$ cat config.mk
export PLATFORM = sky130hd
export DESIGN_NAME = mem_arbiter_2p
export DESIGN_NICKNAME = d
export VERILOG_FILES = /design/src/rtl/mem_arb_pkg.sv /design/src/rtl/arb_req_mux.sv /design/src/rtl/mem_arbiter_2p.sv
export SDC_FILE = /design/constraint.sdc
export NUM_CORES = 1
export LEC_CHECK = 0
export ABC_AREA = 1
export ABC_CLOCK_PERIOD_IN_PS = 1400
export BUFFER_PORTS_ARGS = -buffer_cell sky130_fd_sc_hd__clkbuf_2
export CAP_MARGIN = 20
export CORE_MARGIN = 3
export CORE_UTILIZATION = 48
export DETAILED_ROUTE_END_ITERATION = 8
export PLACE_DENSITY = 0.79
export SLEW_MARGIN = 30
export SYNTH_ARGS = -nofsm -noshare
export SYNTH_HDL_FRONTEND = slang
export SYNTH_SLANG_ARGS = --single-unit
$ cat constraint.sdc
create_clock -name CLK -period 1.4 [get_ports CLK]
set_input_delay 0.42 -clock CLK [delete_from_list [all_inputs] [get_ports CLK]]
set_output_delay 0.42 -clock CLK [all_outputs]
set_load 0.01 [all_outputs]
$ cat src/rtl/mem_arb_pkg.sv
// mem_arb_pkg: shared state encoding and default widths for the two-port memory arbiter
package mem_arb_pkg;
  localparam int DEFAULT_ADDR_W = 5;
  localparam int DEFAULT_DATA_W = 8;
  typedef enum logic [1:0] {
    IDLE   = 2'd0,
    ACCESS = 2'd1,
    RESP   = 2'd2
  } state_t;
endpackage

$ cat src/rtl/arb_req_mux.sv
// arb_req_mux: selects the granted requester's operands for the operand latch
module arb_req_mux #(
  parameter int ADDR_W = 5,
  parameter int DATA_W = 8
) (
  input  logic              sel,
  input  logic              we0,
  input  logic [ADDR_W-1:0] addr0,
  input  logic [DATA_W-1:0] wdata0,
  input  logic              we1,
  input  logic [ADDR_W-1:0] addr1,
  input  logic [DATA_W-1:0] wdata1,
  output logic              we,
  output logic [ADDR_W-1:0] addr,
  output logic [DATA_W-1:0] wdata
);
  always_comb begin
    we    = sel ? we1 : we0;
    addr  = sel ? addr1 : addr0;
    wdata = sel ? wdata1 : wdata0;
  end
endmodule

$ cat src/rtl/mem_arbiter_2p.sv
// mem_arbiter_2p: two-port round-robin sequencer of single-byte accesses to one shared memory
module mem_arbiter_2p
  import mem_arb_pkg::*;
#(
  parameter int ADDR_W = DEFAULT_ADDR_W,
  parameter int DATA_W = DEFAULT_DATA_W
) (
  input  logic              CLK,
  input  logic              R,
  input  logic              req0,
  input  logic              we0,
  input  logic [ADDR_W-1:0] addr0,
  input  logic [DATA_W-1:0] wdata0,
  output logic              ack0,
  output logic [DATA_W-1:0] rdata0,
  input  logic              req1,
  input  logic              we1,
  input  logic [ADDR_W-1:0] addr1,
  input  logic [DATA_W-1:0] wdata1,
  output logic              ack1,
  output logic [DATA_W-1:0] rdata1,
  output logic [1:0]        gnt,
  output logic [ADDR_W-1:0] mem_A,
  output logic [DATA_W-1:0] mem_D,
  output logic              mem_RE,
  output logic              mem_WE,
  input  logic [DATA_W-1:0] mem_out
);
  state_t            state, state_nx;
  logic              ptr, own, sel, start;
  logic              op_we, mx_we;
  logic [ADDR_W-1:0] op_addr, mx_addr;
  logic [DATA_W-1:0] op_wdata, mx_wdata;
  assign sel   = (req0 & req1) ? ptr : req1;
  assign start = (state == IDLE) && (req0 | req1);
  arb_req_mux #(.ADDR_W(ADDR_W), .DATA_W(DATA_W)) u_mux (
    .sel(sel),
    .we0(we0), .addr0(addr0), .wdata0(wdata0),
    .we1(we1), .addr1(addr1), .wdata1(wdata1),
    .we(mx_we), .addr(mx_addr), .wdata(mx_wdata)
  );
  always_ff @(posedge CLK)
    state <= R ? IDLE : state_nx;
  always_comb begin
    state_nx = IDLE;
    state_nx = (state == IDLE) ? (start ? ACCESS : IDLE) : (state == ACCESS) ? RESP : IDLE;
  end
  always_comb begin
    gnt    = (state == IDLE) ? 2'b00 : {own, ~own};
    ack0   = (state == RESP) && !own;
    ack1   = (state == RESP) && own;
    mem_RE = (state == ACCESS) && !op_we;
    mem_WE = (state == ACCESS) && op_we;
    mem_A  = (state == ACCESS) ? op_addr : '0;
    mem_D  = ((state == ACCESS) && op_we) ? op_wdata : '0;
  end
  always_ff @(posedge CLK)
    if (R) begin
      ptr      <= 1'b0;
      own      <= 1'b0;
      op_we    <= 1'b0;
      op_addr  <= '0;
      op_wdata <= '0;
      rdata0   <= '0;
      rdata1   <= '0;
    end else begin
      if (start) begin
        own      <= sel;
        op_we    <= mx_we;
        op_addr  <= mx_addr;
        op_wdata <= mx_wdata;
      end
      if ((state == ACCESS) && !op_we && !own) rdata0 <= mem_out;
      if ((state == ACCESS) && !op_we && own) rdata1 <= mem_out;
      if (state == RESP) ptr <= ~own;
    end
endmodule

# Word-level counts from Yosys, hierarchy flattened
# Index checks and enable logic that the tools add are counted.
op_classes:
  eq_ne: 2
  muxes: 10
  bitwise: 3
  reduce_logical: 10
ops:
  columns: ["op", "n"]
  rows:
  - ["$mux 8", 2]
  - ["$mux 5", 2]
  - ["$logic_and 1x1->1", 7]
  - ["$mux 2", 3]
  - ["$mux 1", 3]
  - ["$eq 2x1->1 const B", 1]
  - ["$eq 2x2->1 const B", 1]
  - ["$logic_not 1->1", 2]
  - ["$logic_not 2->1", 1]
  - ["$and 1x1->1", 1]
  - ["$not 1->1", 1]
  - ["$or 1x1->1", 1]
word_totals:
  ff_bits: 34
  inputBits: 40
  output_inout_bits: 35
  wordCells: 33

# Logic depth before layout (Yosys ltp)
# Gate-level depths: netlist of run 1.
logic_depth:
  depth_word: 4
  depth_mapped: 7
  mapped_depth_nobuf: 6

# Cells and area by module
# From an unflattened synthesis of run 1, not the netlist that was laid out.
hier_totals:
  hier_cells: 262
  area_unflattened_um2: 1660.3
modules_own_cells:
  columns: ["mod", "n_inst", "cells_each", "area_each_um2", "seq_area_each_um2"]
  rows:
  - ["mem_arbiter_2p", 1, 217, 1480.2, 680.7]
  - ["arb_req_mux", 1, 45, 180.2, 0.0]

# Worst setup path before layout of run 1
# Ideal clock, no wire load.
synth_path:
  path_type: "register -> output"
  from: "register op_we"
  to: "output port mem_D[0]"
  arrival_time_ns: 1.005
  required_time_ns: 0.980
  path_slack_ns: -0.025
  stages_incl_launch_ff: 5
  n_path_buf: 0
  path_cell_list: "dfxtp_1 -> inv_2 -> nor2_4 -> inv_4 -> nor2_2"
synth_between:
  elab_chain_cells: 2
synth_lines:
  columns: ["item", "line_no", "source"]
  rows:
  - ["start: declaration", "mem_arbiter_2p.sv:31", "logic op_we, mx_we;"]
  - ["start signal: assignment", "mem_arbiter_2p.sv:69", "op_we <= mx_we;"]
  - ["$logic_and 1x1->1", null, null]
  - ["via mem_WE", "mem_arbiter_2p.sv:26", "output logic mem_WE,"]
  - ["$mux 8", "mem_arbiter_2p.sv:55", "mem_D = ((state == ACCESS) && op_we) ? op_wdata : '0;"]
  - ["end: declaration", "mem_arbiter_2p.sv:24", "output logic [DATA_W-1:0] mem_D,"]
# The timed path passes the listed nets, and every way through them passes these cells.

# Final worst setup path of run 1
layout_path:
  from: "register state[1]"
  to: "output port mem_D[6]"
layout_between:
  elab_chain_cells: 3
layout_lines:
  columns: ["item", "line_no", "source"]
  rows:
  - ["start: declaration", "mem_arbiter_2p.sv:29", "state_t state, state_nx;"]
  - ["start signal: assignment", "mem_arbiter_2p.sv:43", "state <= R ? IDLE : state_nx;"]
  - ["$eq 2x1->1", "mem_arbiter_2p.sv:55", null]
  - ["$logic_and 1x1->1", "mem_arbiter_2p.sv:55", null]
  - ["$mux 8", "mem_arbiter_2p.sv:55", null]
# Every way passes these cells.

==> results of run 1 <==
## kinds of logic (layout without fill, tap and decap cells)
kind of cell	count (synthesis)	count (layout)	synth area share
flip-flops	34	34	0.3567
AO/OA/AOI/OAI	18	18	0.05049
buffers and inverters	56	143	0.1390
AND/OR/NAND/NOR	179	179	0.4538
## routing by layer
layer | GRT usage | up-vias | routed length (um)
li1 | - | 1040 | -
met1 | 0.2093 | 814 | 1949
met2 | 0.3337 | 67 | 2110
met3 | 0.06122 | 11 | 341
met4 | 0.08677 | 0 | 95
met5 | 0 | - | 0
## where the power goes
part / switching, mW / internal [mW]
sequential: 0.0409 / 1.06
combinational: 0.434 / 0.315
clock: 0.340 / 0.396
total: 0.815 / 1.77
## stage by stage
step                TNS, ns  std cells    util  setup WS (ns)  instance area [um2]
CTS                  -2.890        417  0.6725        -0.2116                 2517
floorplan                 0        287       -        0.08601                 1909
global placement          0        406  0.6290         0.1041                 2355
finish               -3.035        422  0.6995        -0.2049                 2619
global route         -4.025        422  0.6995        -0.2694                 2619
detailed placement        0        406  0.6290        0.05129                 2355
## registers in the layout, indices dropped and copies added, names as in the netlist
| register | flops |
|---|---|
| op_addr | 5 |
| op_wdata | 8 |
| op_we | 1 |
| own | 1 |
| ptr | 1 |
| rdata0 | 8 |
| rdata1 | 8 |
| state | 2 |
## final cells by class
cell class,instances,area (um2)
fill,334,1125
multi-input combinational,197,1020
sequential,34,685.7
timing repair buffer,93,601.8
inverter,42,160.2
clock buffer,7,86.33
tap,48,60.06
clock inverter,1,5.005
## path summary, 6_finish.rpt
check,start,end,slack [ns],cells past startpoint
max,state[1],mem_D[6],-0.20,6
min,R,state[0],0.36,2
max reg2reg,state[1],rdata0[3],0.08,7
min reg2reg,rdata1[2],rdata1[2],0.48,2
## repair_timing
| item | in CTS | in global routing |
|---|---|---|
| setup endpoints to repair | 19 | 19 |
| gates resized for setup | 14 | 23 |
| endpoints found under the hold margin | 0 | 0 |
| cloned | 0 | 0 |
| buffers inserted | 3 | 5 |
| pin swaps | 1 | 2 |
## worst register-to-register path, stage by stage, from the launching register on
cell	delay (ns)
dfxtp_2	0.33
inv_2	0.08
nand2_4	0.07
buf_12	0.15
buf_4	0.14
nor3_4	0.28
nor2_1	0.09
nor2_2	0.11
## layout by cell type, fill, tap and decap left out
| cell | n |
|---|---|
| clkbuf_2 | 63 |
| nand2_1 | 59 |
| nor2_1 | 58 |
| inv_1 | 38 |
| dfxtp_1 | 30 |
| nand3_1 | 21 |
| nor2_2 | 17 |
| a21oi_1 | 15 |
| buf_4 | 15 |
| nor2_4 | 9 |
| nand3_2 | 9 |
| buf_6 | 7 |
| clkbuf_8 | 6 |
| dfxtp_2 | 4 |
| buf_2 | 4 |
| inv_2 | 3 |
| buf_12 | 3 |
| nand2_4 | 2 |
| nor3_4 | 2 |
| inv_4 | 1 |
| nor2_8 | 1 |
| nand2_2 | 1 |
| o21ai_2 | 1 |
| a211oi_1 | 1 |
| o21ai_1 | 1 |
| clkinv_2 | 1 |
| clkbuf_1 | 1 |
| buf_8 | 1 |
==> summary.txt, run 1 <==
Final layout
  – Antenna diode count: 0
  – Layout Area Growth over Synthesis: 37.25%
  – Nets@finish: between 400 and 500
  – Share of layout cells above drive strength 1: 0.4011

Synth
  – Top cells by count, synth: 64 x nor2_1, 60 x nand2_1, 38 x inv_1
  – Share of the synthesized area in the top cell type: 0.3567
  – YS warnings: 0
  – Area contributors post-synth: dfxtp_1 36%, nor2_1 13%, nand2_1 12%
  – Syn Area/Cell: between 6 and 7 um2
  – Sequential area share after synthesis: 0.3567
  – Post-synth net total: 327
  – Primary FF master, synth: dfxtp_1
  – Yosys cell types: 25
  – Synthesized cell area: 0.001908 mm2
  – Cell taking the most area after synthesis: dfxtp_1
  – Most frequent cell after synthesis: nor2_1
  – Synth Register Bits: 34
  – Synth async-reset ratio: 0
  – Synthesized instance count: between 200 and 300
  – Post-synth EDFFs: 0

Floorplanning
  – Area of the die: 0.004768 mm2
  – Core area: roughly 0.0037 mm2
  – FP Rows: 22
  – Die Wd: around 69 um
  – Starting Density: 0.5097
  – Num ports: 75
  – Die height: between 60 and 70 um

Timing
  – Hold Slack: 0.3598 ns
  – Slew HR: 0.7627
  – Tcrit/Tclk final: 1.146
  – Setup ws final: -0.2049 ns
  – Worst Clk Skew: around 0.0028 ns
  – Min Tclk post-route: between 1.5 and 2 ns
  – Final setup vio count: 19
  – Worst slew pin tran: ~0.35 ns
  – Max Freq: between 600 and 700 MHz
  – Final Max Tran Viols: 0
  – Final Hold Viols: 0
  – RSZ-0062 raised after global routing: true

Placed design
  – # port buffers: 74
  – DPL Wire Length: about 3300 um
  – GPL Wtd Cong: 0.8073

Status
  – Status: finished with violations
  – Failing checks: setup timing

Critical path
  – Crit path max-delay family: flip-flops
  – Critical Path, Cell by Cell: inv_2 -> nand2_4 -> nor2_4 -> inv_4 -> nor2_2 -> clkbuf_2
  – CP max-delay cell: dfxtp_2
  – Critical path buffer and inverter count: 3
  – Startpoint class of the critical path: flip-flop
  – CP Capture Type: primary output
  – CP arrival: 1.18 ns
  – Critical Path Fanout Max: 8
  – WS Path Type: flip-flop to primary output
  – Biggest cell delay along the critical path: roughly 0.33 ns
  – Worst endpoint required time: 0.98 ns

Routing
  – WL final: 4496 um
  – Drt initial violations: between 70 and 80
  – Vias/cell: around 4.6
  – Via Count: around 1,900
  – DR WL/cell: approximately 11 um
  – DR pass1 iterations: 4
  – Routed Antenna Nets: 0
  – # DRC: 0

CTS
  – CTS Buf Count: 5
  – H-Tree Depth: 2
  – Skew-Pair Late Insertion Delay: about 0.28 ns
  – Max clock buf depth: 2
  – Reg clk slew, reported paths: ~0.060 ns
  – TritonCTS clock tree: yes
  – Root Buffer: clkbuf_8
  – CTS Sinks: 34
  – CTS Hold Bufs: 0

Global route
  – Total grt overflow: 0
  – Antenna violations before repair: 0
  – Pin count of the biggest net entering global routing: 29
  – Global-route wire length before repair: around 7500 um
  – GRT Total Usage: 0.1913
  – Number of global-route vias before repair: ~1,900

Run
  – MaxCap Viol Count: 0

Pwr
  – Leak: roughly 1.4 nW
  – Worst VDD drop: between 0.6 and 0.7 mV
  – Pwr Density: a little under 1000 mW/mm2
  – Tot Pwr: ~2.6 mW

Min path
  – Hold Path Class: input port to flip-flop
Power figures use the tool's default switching activity.
==> inputs of run 2 (changes only) <==
--- a/config.mk
+++ b/config.mk
@@ -6,7 +6,7 @@
 export NUM_CORES = 1
 export LEC_CHECK = 0
 export ABC_AREA = 1
-export ABC_CLOCK_PERIOD_IN_PS = 1400
+export ABC_CLOCK_PERIOD_IN_PS = 1700
 export BUFFER_PORTS_ARGS = -buffer_cell sky130_fd_sc_hd__clkbuf_2
 export CAP_MARGIN = 20
 export CORE_MARGIN = 3
==> constraint.sdc (replaced) <==
create_clock -name CLK -period 1.7 [get_ports CLK]
set_input_delay 0.51 -clock CLK [delete_from_list [all_inputs] [get_ports CLK]]
set_output_delay 0.51 -clock CLK [all_outputs]
set_load 0.01 [all_outputs]
==> run 2 against run 1 <==
The run now ends clean. Sequential share of layout area is 1.8 points higher. Cell count is 1.4% lower. Register-to-register slack better by 0.29 ns. Power is 23% lower.
==> summary.txt, run 2 (synthesis gave the netlist of run 1 again) <==
Placed design
  – DPL Wire Length: between 3000 and 4000 um
  – GPL Wtd Cong: 0.8608
  – Placed insts: slightly above 400
  – # port buffers: 74

Floorplanning
  – Die height: 69.05 um
  – Die Wd: 69.05 um
  – Num ports: between 70 and 80
  – FP Rows: 22
  – Area of the die: approximately 0.0048 mm2
  – Starting Density: 0.5097
  – Core area: approximately 0.0037 mm2

Critical path
  – Most numerous cell on the critical path: inv_4
  – CP max-delay cell: dfxtp_2
  – Worst endpoint required time: about 1.2 ns
  – Crit path max-delay family: flip-flops
  – Critical path buffer and inverter count: 3
  – CP Capture Type: primary output
  – CP arrival: about 1.2 ns
  – Critical Path Fanout Max: 8
  – WS Path Type: flip-flop to primary output
  – Biggest cell delay along the critical path: between 0.3 and 0.4 ns
  – Critical Path, Cell by Cell: inv_4 -> nand2_8 -> nor2_4 -> inv_4 -> nor2_2 -> buf_2
  – Startpoint class of the critical path: flip-flop

Final layout
  – Commonest non-fill, non-tap cell in the layout: clkbuf_2
  – Finished Layout Cells: about 420
  – Antenna diode count: 0
  – Fillers: 347
  – Nets@finish: between 400 and 500
  – Commonest non-fill, non-tap cells in the layout: 63 x clkbuf_2, 62 x nor2_1, 60 x nand2_1
  – Area occupied by multi-input gates: 975.9 um2
  – Layout Area Growth over Synthesis: 27.87%
  – FF+latch area: just under 700 um2
  – Top flop regs: op_wdata (8), rdata0 (8), rdata1 (8)
  – Share of layout cells above drive strength 1: 0.3696

Timing
  – Final Max Tran Viols: 0
  – Worst slew pin tran: around 0.36 ns
  – RSZ-0062 raised after global routing: true
  – Slew HR: 0.7573
  – Min Tclk post-route: between 1.5 and 2 ns
  – Worst Clk Skew: roughly 0.0032 ns
  – Max Freq: about 600 MHz
  – Final Hold Viols: 0
  – Tcrit/Tclk final: 0.9911
  – Hold Slack: around 0.45 ns
  – Final setup vio count: 0

Routing
  – DR WL/cell: ~10 um
  – Routed Antenna Nets: 0
  – DR pass1 iterations: 4
  – # DRC: 0
  – Vias/cell: between 4 and 5
  – WL final: 4343 um
  – Drt initial violations: 88
  – Via Count: ~1,900

CTS
  – CTS Buf Count: 5
  – Skew-Pair Late Insertion Delay: 0.27 ns
  – Reg clk slew, reported paths: 0.06 ns
  – CTS Sinks: 34
  – Root Buffer: clkbuf_8
  – H-Tree Depth: 2
  – TritonCTS clock tree: yes
  – Max clock buf depth: 2

Global route
  – Number of global-route vias before repair: 1,717
  – Global-route wire length before repair: 7383 um
  – Pin count of the biggest net entering global routing: 30
  – Total grt overflow: 0
  – GRT Total Usage: 0.1855
  – Antenna violations before repair: 0

Pwr
  – Worst VDD drop: about 0.39 mV
  – Tot Pwr: between 2 and 2.5 mW
  – Leak: ~1.3 nW
  – Pwr Density: ~820 mW/mm2

Min path
  – Hold Path Class: input port to flip-flop

Status
  – Status: finished clean

Run
  – MaxCap Viol Count: 0
## run 2: power breakdown
part / internal [mW] / switching [mW]
Clock: 0.282 / 0.263
Combinational: 0.217 / 0.335
Sequential: 0.871 / 0.0329
Total: 1.37 / 0.631
## run 2: final timing paths
check                                 end  startpoint  slack, ns  cells after the start
worst max register to register  rdata0[3]    state[1]       0.37                      7
worst min register to register        ptr         ptr       0.48                      2
worst min-delay path             state[1]           R       0.45                      2
worst max-delay path             mem_D[6]    state[1]       0.02                      6
## run 2: area by class of cell
| class | count | area share |
|---|---|---|
| clock buffer | 7 | 0.03128 |
| inverter | 42 | 0.06667 |
| multi-input combinational | 197 | 0.4000 |
| sequential | 34 | 0.2800 |
| tap | 48 | 0.02462 |
| timing repair buffer | 88 | 0.1974 |
## run 2: stage by stage
step | setup slack, ns | setup TNS (ns) | cell area [um2] | util
after floorplan | 0.1850 | 0 | 1908 | -
after detailed placement | 0.1693 | 0 | 2301 | 0.6146
after global routing | -0.04163 | -0.2919 | 2440 | 0.6517
final | 0.01518 | 0 | 2440 | 0.6517
after CTS | -0.01866 | -0.05872 | 2429 | 0.6487
after global placement | 0.2274 | 0 | 2301 | 0.6146
## run 2: per-layer routing
metal / global-route usage / routed length (um) / vias to the layer above
met5: 0 / 0 / -
met4: 0.07375 / 76 / 0
met3: 0.05102 / 315 / 7
met2: 0.3040 / 2039 / 61
met1: 0.2291 / 1912 / 783
li1: - / - / 1022
## run 2: timing repair
action | 4_1_cts | 5_1_grt
pin swaps | 2 | 1
buffers inserted | 5 | 0
hold buffers | 0 | 0
setup endpoints to repair | 11 | 13
resized for setup | 4 | 14
==> inputs of run 3 (changes only) <==
--- a/config.mk
+++ b/config.mk
@@ -13,6 +13,7 @@
 export CORE_UTILIZATION = 48
 export DETAILED_ROUTE_END_ITERATION = 8
 export PLACE_DENSITY = 0.79
+export SKIP_LAST_GASP = 1
 export SLEW_MARGIN = 30
 export SYNTH_ARGS = -nofsm -noshare
 export SYNTH_HDL_FRONTEND = slang
==> constraint.sdc (replaced) <==
create_clock -name CLK -period 1.7 [get_ports CLK]
set_input_delay 0.34 -clock CLK [delete_from_list [all_inputs] [get_ports CLK]]
set_output_delay 0.34 -clock CLK [all_outputs]
set_load 0.01 [all_outputs]
==> run 3 against run 2 <==
Sequential share of layout area up 0.30 points. First-iteration DRC count down 10%. Power up 7.3%. Count of clock-buffer cells in the layout unchanged. Clock skew up 0.0072 ns. Die area unchanged. Critical path type unchanged.
==> summary.txt, run 3 (synthesis gave the netlist of run 1 again) <==
Status
  – Status: finished clean

Floorplanning
  – Core area: between 0.003 and 0.004 mm2
  – Area of the die: between 0.004 and 0.005 mm2
  – Die height: just under 70 um
  – FP Rows: 22
  – Starting Density: 0.5097
  – Die Wd: 69.05 um
  – Num ports: between 70 and 80

Routing
  – # DRC: 0
  – WL final: 4183 um
  – DR pass1 iterations: 4
  – Routed Antenna Nets: 0
  – Vias/cell: about 4.6
  – Via Count: 1,898
  – Drt initial violations: just under 80
  – DR WL/cell: slightly above 10 um

CTS
  – CTS Sinks: 34
  – Skew-Pair Late Insertion Delay: roughly 0.29 ns
  – Post-CTS Setup Inserts: 0
  – TritonCTS clock tree: yes
  – CTS Buf Count: 5
  – CTS Hold Bufs: 0
  – Root Buffer: clkbuf_8
  – Reg clk slew, reported paths: about 0.07 ns
  – H-Tree Depth: 2
  – Max clock buf depth: 2

Final layout
  – Layout Area Growth over Synthesis: 26.30%
  – Finished Layout Cells: between 400 and 500
  – Top flop regs: op_wdata (8), rdata0 (8), rdata1 (8)
  – Fillers: between 300 and 400
  – Nets@finish: roughly 400
  – Commonest non-fill, non-tap cell in the layout: clkbuf_2
  – Commonest non-fill, non-tap cells in the layout: 74 x clkbuf_2, 64 x nor2_1, 60 x nand2_1
  – Share of layout cells above drive strength 1: 0.3526
  – Antenna diode count: 0

Timing
  – Final Hold Viols: 0
  – Worst Clk Skew: approximately 0.010 ns
  – Max Freq: a little over 600 MHz
  – Final setup vio count: 0
  – Min Tclk post-route: 1.617 ns
  – Setup tns final: 0 ns
  – RSZ-0062 raised after global routing: false
  – Final Max Tran Viols: 0
  – Tcrit/Tclk final: 0.9513
  – Worst slew pin tran: 0.3534 ns
  – Slew HR: 0.7638

Pwr
  – Leak: 1.278 nW
  – Worst VDD drop: around 0.45 mV
  – Pwr Density: ~890 mW/mm2

Placed design
  – Placed insts: 403
  – # port buffers: 74
  – DPL Wire Length: approximately 3200 um
  – GPL Wtd Cong: between 0.8 and 0.9

Run
  – MaxCap Viol Count: 0

Critical path
  – Startpoint class of the critical path: flip-flop
  – Worst endpoint required time: around 1.4 ns
  – CP arrival: about 1.3 ns
  – CP Capture Type: primary output
  – Critical Path Fanout Max: 10
  – WS Path Type: flip-flop to primary output

Global route
  – GRT Total Usage: 0.1853
  – Global-route wire length before repair: ~7300 um
  – Pin count of the biggest net entering global routing: 30
  – Antenna violations before repair: 0
  – Total grt overflow: 0
  – Number of global-route vias before repair: 1,770

Min path
  – Hold Path Class: input port to flip-flop
-- run 3: worst max-delay path, stage by stage (launching register included) --
cell,delay [ns]
dfxtp_1,0.33
inv_2,0.10
nand2_8,0.11
nor2_4,0.13
inv_4,0.08
nor2_2,0.10
clkbuf_2,0.14
-- run 3: through the flow --
step | worst slack (ns) | hold WS [ns] | util | total power, mW | cell area, um2
3_5_place_dp | 0.3256 | 0.4644 | 0.6126 | 1.446 | 2293
5_1_grt | 0.003396 | 0.2723 | 0.6437 | 2.277 | 2410
2_1_floorplan | 0.3550 | 0.4124 | - | 1.303 | 1908
3_3_place_gp | 0.3992 | 0.4628 | 0.6126 | 1.433 | 2293
6_report | 0.08283 | 0.2741 | 0.6437 | 2.147 | 2410
4_1_cts | 0.009061 | 0.2685 | 0.6410 | 2.162 | 2400
-- run 3: final cells by class --
type / count / area, um2 / share of cell area
clock buffer: 7 / 76.32 / 0.03167
timing repair buffer: 82 / 430.4 / 0.1786
sequential: 34 / 681.9 / 0.2830
inverter: 42 / 160.2 / 0.06646
multi-input combinational: 197 / 970.9 / 0.4029
clock inverter: 1 / 30.03 / 0.01246
tap: 48 / 60.06 / 0.02492
-- run 3: report_power, final --
part / internal (mW) / total [mW] / switching, mW / leakage, nW
combinational: 0.200 / 0.527 / 0.327 / 0.946
clock: 0.438 / 0.717 / 0.279 / 0.0524
sequential: 0.870 / 0.902 / 0.0316 / 0.280
-- run 3: metal layers --
layer	routed length, um	vias up	GRT usage
li1	-	1009	-
met1	1778	825	0.2177
met2	2002	60	0.3125
met3	352	4	0.05394
met4	50	0	0.07809
met5	0	-	0
-- run 3: path summary, 6_finish.rpt --
path / from / to / slack [ns] / cells after the start
worst max register to register: state[1] / rdata0[5] / 0.47 / 7
worst max-delay path: state[1] / mem_D[5] / 0.08 / 6
worst min register to register: ptr / ptr / 0.48 / 2
worst min-delay path: R / state[0] / 0.27 / 2
-- run 3: repair_timing --
action                     4_1_cts  5_1_grt
resized for setup                0        2
setup endpoints to repair        0        8
hold endpoints to repair         0        0
